### src/rtl/cmp_seq_pkg.sv
// Shared types for the sequential nibble comparator: FSM states and the GT/LT/EQ cascade word.
// Optional two's-complement compare is enabled in cmp_seq_ctrl by defining CMP_SEQ_SIGNED_EN.
package cmp_seq_pkg;

  typedef enum logic [1:0] {
    ST_IDLE = 2'd0,
    ST_RUN  = 2'd1,
    ST_FIN  = 2'd2
  } state_t;

  typedef struct packed {
    logic gt;
    logic lt;
    logic eq;
  } cmp_res_t;

  localparam cmp_res_t RES_EQUAL = '{gt: 1'b0, lt: 1'b0, eq: 1'b1};
  localparam cmp_res_t RES_CLEAR = '{gt: 1'b0, lt: 1'b0, eq: 1'b0};

  // A single-nibble compare still needs one counter bit.
  function automatic int cnt_width(input int n);
    return (n > 1) ? $clog2(n) : 1;
  endfunction

endpackage

### src/rtl/nib_cmp_slice.sv
// Combinational 4-bit magnitude comparator slice with cascade inputs.
// A differing nibble decides the result; an equal nibble forwards the cascade unchanged.
import cmp_seq_pkg::*;

module nib_cmp_slice (
  input  logic [3:0] a_nib,
  input  logic [3:0] b_nib,
  input  cmp_res_t   cas_in,
  output cmp_res_t   cas_out
);

  always_comb begin
    cas_out = cas_in;
    if (a_nib > b_nib) begin
      cas_out = '{gt: 1'b1, lt: 1'b0, eq: 1'b0};
    end else if (a_nib < b_nib) begin
      cas_out = '{gt: 1'b0, lt: 1'b1, eq: 1'b0};
    end
  end

endmodule

### src/rtl/cmp_seq_ctrl.sv
// Sequential magnitude comparator: walks the operands one nibble per cycle, LSB first, through one slice.
// Define CMP_SEQ_SIGNED_EN to compare the operands as two's complement instead of unsigned.
import cmp_seq_pkg::*;

module cmp_seq_ctrl #(
  parameter int NIBBLES = 4
) (
  input  logic                 clk,
  input  logic                 rst_n,
  input  logic                 start,
  input  logic [4*NIBBLES-1:0] a,
  input  logic [4*NIBBLES-1:0] b,
  output logic                 busy,
  output logic                 done,
  output logic                 qagb,
  output logic                 qasb,
  output logic                 qaeb
);

  localparam int W  = 4 * NIBBLES;
  localparam int CW = cnt_width(NIBBLES);
  localparam logic [CW-1:0] LAST_CNT = CW'(NIBBLES - 1);

  state_t          state_q, state_d;
  logic [CW-1:0]   cnt_q, cnt_d;
  logic [W-1:0]    a_q, a_d;
  logic [W-1:0]    b_q, b_d;
  cmp_res_t        cas_q, cas_d;
  cmp_res_t        res_q, res_d;

  logic [3:0]      a_nib;
  logic [3:0]      b_nib;
  cmp_res_t        slice_res;

  always_ff @(posedge clk or negedge rst_n) begin
    if (!rst_n) begin
      state_q <= ST_IDLE;
      cnt_q   <= '0;
      a_q     <= '0;
      b_q     <= '0;
      cas_q   <= RES_EQUAL;
      res_q   <= RES_CLEAR;
    end else begin
      state_q <= state_d;
      cnt_q   <= cnt_d;
      a_q     <= a_d;
      b_q     <= b_d;
      cas_q   <= cas_d;
      res_q   <= res_d;
    end
  end

  // Nibble mux; the top nibble's sign bit is flipped so an unsigned slice orders two's complement.
  always_comb begin
    a_nib = a_q[3:0];
    b_nib = b_q[3:0];
    for (int i = 0; i < NIBBLES; i++) begin
      if (cnt_q == CW'(i)) begin
        a_nib = a_q[4*i +: 4];
        b_nib = b_q[4*i +: 4];
      end
    end
`ifdef CMP_SEQ_SIGNED_EN
    if (cnt_q == LAST_CNT) begin
      a_nib[3] = ~a_nib[3];
      b_nib[3] = ~b_nib[3];
    end
`else
`endif
  end

  nib_cmp_slice u_slice (
    .a_nib   (a_nib),
    .b_nib   (b_nib),
    .cas_in  (cas_q),
    .cas_out (slice_res)
  );

  always_comb begin
    state_d = state_q;
    cnt_d   = cnt_q;
    a_d     = a_q;
    b_d     = b_q;
    cas_d   = cas_q;
    res_d   = res_q;
    unique case (state_q)
      ST_IDLE: begin
        if (start) begin
          state_d = ST_RUN;
          a_d     = a;
          b_d     = b;
          cnt_d   = '0;
          cas_d   = RES_EQUAL;
        end
      end
      ST_RUN: begin
        cas_d = slice_res;
        if (cnt_q == LAST_CNT) begin
          state_d = ST_FIN;
          res_d   = slice_res;
          cnt_d   = '0;
        end else begin
          cnt_d = cnt_q + 1'b1;
        end
      end
      ST_FIN: begin
        state_d = ST_IDLE;
      end
      default: begin
        state_d = ST_IDLE;
      end
    endcase
  end

  assign busy = (state_q != ST_IDLE);
  assign done = (state_q == ST_FIN);
  assign qagb = res_q.gt;
  assign qasb = res_q.lt;
  assign qaeb = res_q.eq;

endmodule

### config.mk
export PLATFORM = sky130hd
export DESIGN_NAME = cmp_seq_ctrl
export DESIGN_NICKNAME = d
export VERILOG_FILES = /design/src/rtl/cmp_seq_pkg.sv /design/src/rtl/nib_cmp_slice.sv /design/src/rtl/cmp_seq_ctrl.sv
export SDC_FILE = /design/constraint.sdc
export NUM_CORES = 1
export LEC_CHECK = 0
export ABC_AREA = 1
export CAP_MARGIN = 15
export CORE_MARGIN = 2
export CORE_UTILIZATION = 46
export DETAILED_ROUTE_END_ITERATION = 10
export MAX_ROUTING_LAYER = met4
export PLACE_DENSITY_LB_ADDON = 0.08
export SYNTH_ARGS = -nofsm -noshare
export SYNTH_HDL_FRONTEND = slang
export SYNTH_SLANG_ARGS = --single-unit
### constraint.sdc
create_clock -name clk -period 1.9 [get_ports clk]
set_input_delay 0.38 -clock clk [delete_from_list [all_inputs] [get_ports clk]]
set_output_delay 0.38 -clock clk [all_outputs]
set_load 0.005 [all_outputs]
==> run metrics, run 1 <==
Die ar.=5100 um^2; Starting Density=a little under half; sequential share of the synthesized area=50.4%; Worst Skew=about 0.0054 ns; Routed met3 length=170 um; Pwr Total=between 0.005 and 0.006 W; Sink Count=42; antenna-violating nets left=0; min Tclk post-route=1.99 ns; unrepaired setup endpoints after global routing=true; Hold Buf Count CTS=0; Die Wd=~71 um; Post-Syn Instances=260; YS warnings=0; Worst Setup Start Kind=flop; # diodes=0; first-pass GRT wire length=7.89 mm; Area growth syn-to-layout=33.2%; Total GRT Usage=20.6%; FF/Latch Area=1050 um^2; DR pass1 iterations=4; fin crit share=105%; Core Area=about 4400 um^2; failing checks=negative setup slack; Iter 0 DRT Violations=64; synth unique cells=24; layout cells sized above 1=approximately 22%; antenna violations before repair=0; Fill cells=roughly 400; Post-Syn Nets=302; WL/cell=12.1 um; IO Pins=40; input/output buffers=39; Synth top area share=49.1%; synth top area cells=dfrtp_1 (49%), nand2_1 (24%), ha_1 (4.2%); multi-input logic area=998 um^2; die height=71.4 um; Crit Path Class=flop to flop; TritonCTS clock tree=built; Req. time, crit path=2.12 ns; DP HPWL=3.30 mm; Worst-Margin Slew=between 0.5 and 0.6 ns; final worst setup slack=-0.0872 ns; WL met2=between 2 and 2.5 mm; Top Family by Delay on Critical Path=simple AND/OR/NAND/NOR gates; final wirelength=roughly 4.4 mm; met1 wire length=2.01 mm; total power density per cell area=1800 nW/um^2; final net count=351; fmax=503 MHz; DR vias=1692; htree depth=2; row count=24; Hold WS=0.0645 ns; Worst path max stage delay=0.45 ns; Worst path most repeated cell=nand2_2; critical-path cell list=ha_4, or2_4, o211ai_1, a21oi_1, ha_1, nand2_2, inv_2, nand2_2, nand2_4, nand2_2, o21ai_1; Setup-failing EPs final=6; dpl ws=-0.144 ns; Hold Path Class=input pin to asynchronous set/reset pin; number of synthesized register bits=42; placer congestion estimate=0.942; Leak=1.40 nW; status=finished, violations left; Root Driver=clkbuf_8; pin count of the biggest net entering global routing=34; Peak supply drop=roughly 730 uV; CP endpoint kind=flop; slowest CP cell=dfrtp_2; DRC=0; Worst-Skew Late Latency=0.29 ns; Yosys top cell by area=dfrtp_1; max-slew violations=0; GRT Residual Overflow=0; number of max-cap violations=0; DR top layer=met4; Cell Area, Synth=approximately 2100 um^2; Crit Path Max Fanout=6; Worst Path Buf+Inv=1; CTS clk-pin slew, worst paths=0.07 ns; most frequent cells in the layout=nand2_1 (125), dfrtp_1 (40), clkdlybuf4s50_1 (38); final-report hold violation count=0; vias in the first global route=1748; slew margin rel.=about 64%; Num CTS Buffers=5; commonest non-fill, non-tap cell in the layout=nand2_1; maximum root-to-sink buffer count=2; via-per-instance ratio=4.67; Arr. time, crit path=2.20 ns; mean post-synth cell area=8.04 um^2
[layer usage]
| layer | global-route usage [%] | vias up |
|---|---|---|
| li1 | - | 902 |
| met1 | 26.2 | 749 |
| met2 | 32.9 | 33 |
| met3 | 4.36 | 8 |
| met4 | 6.92 | 0 |
| met5 | - | - |
[sequential cells by signal, indices dropped and copies added, names as in the netlist]
name,count
cnt_q,2
qagb,1
qaeb,1
a_q,16
qasb,1
state_q,2
b_q,16
cas_q,3
[synthesized netlist by cell type]
master      n
nand2_1   135
dfrtp_1    41
inv_1      12
o21ai_0    10
nand2_2     9
a21oi_1     8
ha_1        7
nor2_1      6
buf_6       4
inv_2       4
nand3_1     4
buf_2       3
buf_4       2
nor2_4      2
o211ai_1    2
o22ai_1     2
or2_2       2
dfstp_2     1
inv_6       1
nand2_4     1
nor2_2      1
nor2_8      1
nor3_1      1
o21ai_1     1
[worst paths after layout]
kind | startpoint | endpoint | slack (ns) | depth (start not counted)
worst max-delay path | cnt_q[0] | qaeb | -0.09 | 11
worst min-delay path | rst_n | cnt_q[0] | 0.06 | 1
worst max register to register | cnt_q[0] | qaeb | -0.09 | 11
worst min register to register | b_q[0] | b_q[0] | 0.48 | 2
max in group asynchronous | rst_n | b_q[2] | 1.34 | 2
min in group clk | b_q[0] | b_q[0] | 0.48 | 2
[per-stage QoR]
stage                     utilization (%)  setup TNS, ns  cells  instance area (um^2)
after floorplan                         -              0    260                  2110
after detailed placement             59.1         -0.787    352                  2570
after global routing                 63.9          -1.20    362                  2780
after global placement               59.1         -0.428    352                  2570
final                                63.9         -0.450    362                  2780
after CTS                            62.4         -0.398    362                  2720
[power breakdown]
group / switching (W) / total (W) / internal [W]
logic: 0.00162 / 0.00283 / 0.00120
clock network: 0.000281 / 0.000542 / 0.000261
registers: 0.000307 / 0.00165 / 0.00134
total: 0.00221 / 0.00501 / 0.00280
[area by class of cell]
type                            instances  area share (%)
Sequential cell                        42            37.8
Multi-Input combinational cell        192            35.9
Timing Repair Buffer                   51            18.5
Clock buffer                            8            2.88
Inverter                               17            2.56
Tap cell                               52            2.34
[cells by family after synthesis]
logic type | Yosys count | share of synthesized area [%]
buffers and inverters | 26 | 6.89
AO/OA/AOI/OAI | 23 | 5.87
adder cells (fa/ha/maj) | 7 | 4.19
flip-flops | 42 | 50.4
AND/OR/NAND/NOR | 162 | 32.7
[timing repair]
| action | 4_1_cts | 5_1_grt |
|---|---|---|
| setup endpoints to repair | 6 | 6 |
| resized for setup | 18 | 23 |
| buffers inserted | 2 | 0 |
| pin swaps | 2 | 12 |
Note: power is estimated with default switching activity, not from simulation.
==> run 2: changes to the inputs <==
--- a/config.mk
+++ b/config.mk
@@ -7,8 +7,10 @@
 export LEC_CHECK = 0
 export ABC_AREA = 1
 export CAP_MARGIN = 15
+export CELL_PAD_IN_SITES_DETAIL_PLACEMENT = 1
+export CELL_PAD_IN_SITES_GLOBAL_PLACEMENT = 1
 export CORE_MARGIN = 2
-export CORE_UTILIZATION = 46
+export CORE_UTILIZATION = 34
 export DETAILED_ROUTE_END_ITERATION = 10
 export MAX_ROUTING_LAYER = met4
 export PLACE_DENSITY_LB_ADDON = 0.08
==> run 2 against run 1 <==
  * The flow still finishes with violations (negative setup slack)
  * Via count is 4.4% higher
  * Non-clock buffer count is 3 lower
  * Cell count is 5.5% higher
  * Clock power is 31% higher
  * Die area is 33% higher
  * First-iteration DRC count is 6.3% lower
  * Design area hardly changed
  * Register-to-register slack worse by 0.12 ns
  * Critical path depth is 1 higher
  * Total power is 0.71% higher
  * Sequential power hardly changed
  * Combinational power is 5% lower
  * Critical endpoint is now cas_q[0]
  * Largest cell class unchanged
==> run metrics, run 2 (synthesis results as in run 1) <==
layout cells sized above 1=20.5%; Area growth syn-to-layout=33.2%; largest registers=a_q (16), b_q (16), cas_q (3); via-per-instance ratio=4.62; Die Wd=82.4 um; unrepaired setup endpoints after global routing=true; fmax=475 MHz; TritonCTS clock tree=built; placed cells=371; final worst setup slack=-0.204 ns; vias in the first global route=1791; Crit Path Max Fanout=6; Worst-Skew Late Latency=0.30 ns; Worst path max stage delay=between 0.4 and 0.5 ns; antenna violations before repair=0; CTS clk-pin slew, worst paths=about 0.080 ns; Hold Path Class=input pin to asynchronous set/reset pin; # diodes=0; Root Driver=clkbuf_8; WL/cell=13.5 um; final wirelength=5.16 mm; first-pass GRT wire length=between 8 and 9 mm; critical-path cell list=inv_2, ha_4, or2_4, o211ai_1, a21oi_2, ha_1, nand2_1, nand2_1, nand2_1, nand2_2, nand2_2, a21oi_2; max-slew violations=0; IO Pins=40; CP endpoint kind=flop; Num CTS Buffers=5; Worst Setup Start Kind=flop; failing checks=negative setup slack; DP HPWL=3.68 mm; row count=28; Core Area=5920 um^2; Worst Path Buf+Inv=1; Core Util, Final=about 47%; die height=roughly 80 um; Peak supply drop=848 uV; placer congestion estimate=0.798; Die ar.=6790 um^2; Req. time, crit path=2.14 ns; antenna-violating nets left=0; number of max-cap violations=0; Iter 0 DRT Violations=60; Worst path most repeated cell=nand2_1; status=finished, violations left; slowest CP cell=dfrtp_1; Worst-Margin Slew=0.546 ns; Setup-failing EPs final=6; DRC=0; fin crit share=111%; total power density per cell area=1810 nW/um^2; Arr. time, crit path=2.34 ns; fin cells=around 380; Total GRT Usage=between 15 and 20%; DR vias=1766; Top Family by Delay on Critical Path=simple AND/OR/NAND/NOR gates; Worst Skew=between 0.004 and 0.005 ns; pin count of the biggest net entering global routing=43; htree depth=2; Sink Count=42; Hold Buf Count CTS=0; Setup TNS=-1.13 ns; final net count=348; Leak=1.38 nW; GRT Residual Overflow=0; DR pass1 iterations=3; Crit Path Class=flop to flop; most frequent cells in the layout=nand2_1 (129), dfrtp_1 (40), clkdlybuf4s50_1 (38); input/output buffers=39; slew margin rel.=63.6%; min Tclk post-route=2.10 ns; Pwr Total=~0.005 W; commonest non-fill, non-tap cell in the layout=nand2_1; final-report hold violation count=0; maximum root-to-sink buffer count=2; Starting Density=35.3%
-- run 2: cell types whose count changed in the layout (fill, tap and decap cells not counted), sizes merged --
cell	previous run	this run
bufinv	0	1
clkinvlp	0	1
clkbuf	8	6
buf	13	10
-- run 2: what timing repair did --
item | CTS | global route
resized for setup | 20 | 14
setup endpoints to repair | 6 | 6
setup buffers | 3 | 0
pin swaps | 4 | 6
-- run 2: final timing paths --
| kind | start | end | slack [ns] | cells after the start |
|---|---|---|---|---|
| worst min register to register | qasb | qasb | 0.48 | 2 |
| min in group clk | qasb | qasb | 0.48 | 2 |
| worst max-delay path | cnt_q[1] | cas_q[0] | -0.20 | 12 |
| worst min-delay path | rst_n | a_q[12] | 0.15 | 2 |
| worst max register to register | cnt_q[1] | cas_q[0] | -0.20 | 12 |
| max in group asynchronous | rst_n | cnt_q[0] | 1.36 | 2 |
-- run 2: metal layers --
layer,global-route usage (%),vias to the layer above,share of wire (%),wire length (um)
met5,-,-,0,0
li1,-,889,-,-
met3,3.26,8,2.7,137
met2,29.0,23,51,2620
met1,21.4,846,45,2340
met4,5.00,0,1.3,67
-- run 2: where the power goes --
part / internal, W / switching (W)
combinational: 0.00110 / 0.00160
clock: 0.000392 / 0.000318
sequential: 0.00134 / 0.000301
-- run 2: metrics by stage --
stage	worst slack, ns	instance area (um^2)	hold WS [ns]
finish	-0.204	2780	0.151
detailed placement	-0.182	2560	0.466
global route	-0.325	2780	0.193
CTS	-0.0911	2750	0.171
global placement	-0.141	2560	0.462
floorplan	0.0177	2110	0.0844
-- run 2: area by class of cell --
class | count | area, um^2
clock buffers | 6 | 72.6
clock inverters | 2 | 37.5
fillers | 737 | 3140
inverters | 17 | 73.8
multi-input cells | 192 | 975
flip-flops and latches | 42 | 1050
well taps | 75 | 93.8
repair buffers | 48 | 477
==> run 3: changes to the inputs <==
--- a/config.mk
+++ b/config.mk
@@ -9,7 +9,6 @@
 export CAP_MARGIN = 15
 export CELL_PAD_IN_SITES_DETAIL_PLACEMENT = 1
 export CELL_PAD_IN_SITES_GLOBAL_PLACEMENT = 1
-export CORE_MARGIN = 2
 export CORE_UTILIZATION = 34
 export DETAILED_ROUTE_END_ITERATION = 10
 export MAX_ROUTING_LAYER = met4
==> run 3 against run 2 <==
  * The run still ends with negative setup slack left
  * Sequential power barely moved
  * Cell count grew 1.3%
  * First-iteration DRC count up 22%
  * Non-clock buffer count rose by 5
  * Die area decreased by 4.8%
  * Total power grew 16%
  * Clock power up 26%
  * Setup slack improved by 0.063 ns
  * Clock skew grew 0.0038 ns
==> run metrics, run 3 (synthesis results as in run 1) <==
FF/Latch Area=between 1000 and 1500 um^2; CTS clk-pin slew, worst paths=0.09 ns; total power density per cell area=1960 nW/um^2; Core Area=5920 um^2; Hold Buf Count CTS=0; Top Family by Delay on Critical Path=adder cells; CP endpoint kind=flop; Total GRT Usage=18.4%; commonest non-fill, non-tap cell in the layout=nand2_1; Leak=1.47 nW; met2 global-route usage=31.6%; critical-path cell list=inv_2, ha_4, buf_6, nand2_1, a21oi_1, o22ai_2, ha_1, nand2_4, inv_2, nand2_2, nand2_4, nand2_4, a21oi_2; DR pass1 iterations=4; Worst-Skew Late Latency=0.30 ns; status=finished, violations left; input/output buffers=39; maximum root-to-sink buffer count=2; Arr. time, crit path=2.27 ns; WL/cell=13.5 um; Req. time, crit path=2.13 ns; Crit Path Class=flop to flop; TritonCTS clock tree=built; sw frac=43.5%; row count=28; Die Wd=between 80 and 90 um; max-slew violations=0; failing checks=negative setup slack; Fill cells=706; largest registers=a_q (16), b_q (16), cas_q (3); Iter 0 DRT Violations=73; die height=~80 um; Crit Path Max Fanout=6; Pwr Total=~0.0059 W; GR peak layer=met2; GR Util met1=22.1%; antenna violations before repair=0; Worst path max stage delay=around 0.41 ns; vias in the first global route=1857; DRC=0; final wirelength=between 5 and 6 mm; DR vias=1790; final worst setup slack=-0.140 ns; internal power=0.00330 W; Area growth syn-to-layout=42.6%; Root Driver=clkbuf_8; slowest CP cell=dfrtp_1; first-pass GRT wire length=8.76 mm; final-report hold violation count=0; Worst Setup Start Kind=flop; Setup-failing EPs final=6; antenna-violating nets left=0; final net count=roughly 350; min Tclk post-route=2.04 ns; most frequent cells in the layout=nand2_1 (125), dfrtp_1 (40), clkdlybuf4s50_1 (38); via-per-instance ratio=4.63; unrepaired setup endpoints after global routing=true; Peak supply drop=~850 uV; IO Pins=40; power share of the sequential group=28.2%; pin count of the biggest net entering global routing=34; Logic pwr share=56.5%; number of max-cap violations=0; Starting Density=between 30% and 40%; net switching power=0.00255 W; GRT Residual Overflow=0; placer congestion estimate=0.848; met3 Use GR=3.52%; Sink Count=42; Worst path most repeated cell=nand2_4; fin crit share=107%; slew margin rel.=69.9%; Die ar.=approximately 6500 um^2; Worst Skew=0.00801 ns; placed cells=between 300 and 400; DP HPWL=3.74 mm; # diodes=0; Hold WS=~0.0088 ns; fmax=490 MHz; htree depth=2; multi-input logic area=between 1000 and 1500 um^2; Worst-Margin Slew=0.452 ns; Hold Path Class=input pin to asynchronous set/reset pin; layout cells sized above 1=a little over a quarter; fin cells=387; Worst Path Buf+Inv=3; power share of the clock group=about 15%; Num CTS Buffers=5
[run 3: routing by layer]
metal / share of wire (%) / up-vias / routed length [um]
met4: 1.4 / 0 / 72
met5: 0 / - / 0
li1: - / 902 / -
met1: 45 / 856 / 2330
met2: 52 / 26 / 2690
met3: 2.5 / 6 / 132
[run 3: final cells by class]
cell class	instances	share of cell area, %
multi-input cells	192	35.9
well taps	75	3.15
clock inverters	2	2.02
repair buffers	53	18.4
flip-flops and latches	42	35.4
inverters	17	2.48
clock buffers	6	2.77
[run 3: worst register-to-register path, delay by kind of cell (launching register included)]
family          cells  cell delay [ns]
simple gates        5             0.35
fa+ha+maj           2             0.53
compound gates      3             0.41
flops               1             0.41
buf+inv             3             0.27
[run 3: path summary, 6_finish.rpt]
path	startpoint	endpoint	slack, ns	cells past startpoint
worst max-delay path	cnt_q[1]	cas_q[0]	-0.14	13
worst min-delay path	rst_n	a_q[9]	0.009	1
worst max register to register	cnt_q[1]	cas_q[0]	-0.14	13
worst min register to register	b_q[8]	b_q[8]	0.48	2
max in group asynchronous	rst_n	cnt_q[0]	1.39	2
min in group clk	b_q[8]	b_q[8]	0.48	2
[run 3: metrics by stage]
| step | util, % | TNS, ns | worst slack (ns) | instance area, um^2 |
|---|---|---|---|---|
| after global placement | 44.3 | -1.07 | -0.221 | 2620 |
| after global routing | 50.3 | -1.50 | -0.263 | 2980 |
| after floorplan | - | 0 | 0.0177 | 2110 |
| final | 50.3 | -0.708 | -0.140 | 2980 |
| after CTS | 48.9 | -0.443 | -0.0818 | 2900 |
| after detailed placement | 44.3 | -1.21 | -0.230 | 2620 |
[run 3: power groups by stage]
stage	clock [W]	combinational, W	sequential [W]
floorplan	0	0.00170	0.00154
global placement	0	0.00229	0.00164
detailed placement	0	0.00236	0.00165
CTS	0.000903	0.00287	0.00165
global route	0.000931	0.00373	0.00171
finish	0.000893	0.00331	0.00165
[run 3: timing repair]
| item | 4_1_cts | 5_1_grt |
|---|---|---|
| pin swaps | 16 | 14 |
| setup endpoints to repair | 6 | 6 |
| gates resized for setup | 41 | 20 |
| endpoints found under the hold margin | 0 | 0 |
| buffers inserted | 3 | 0 |
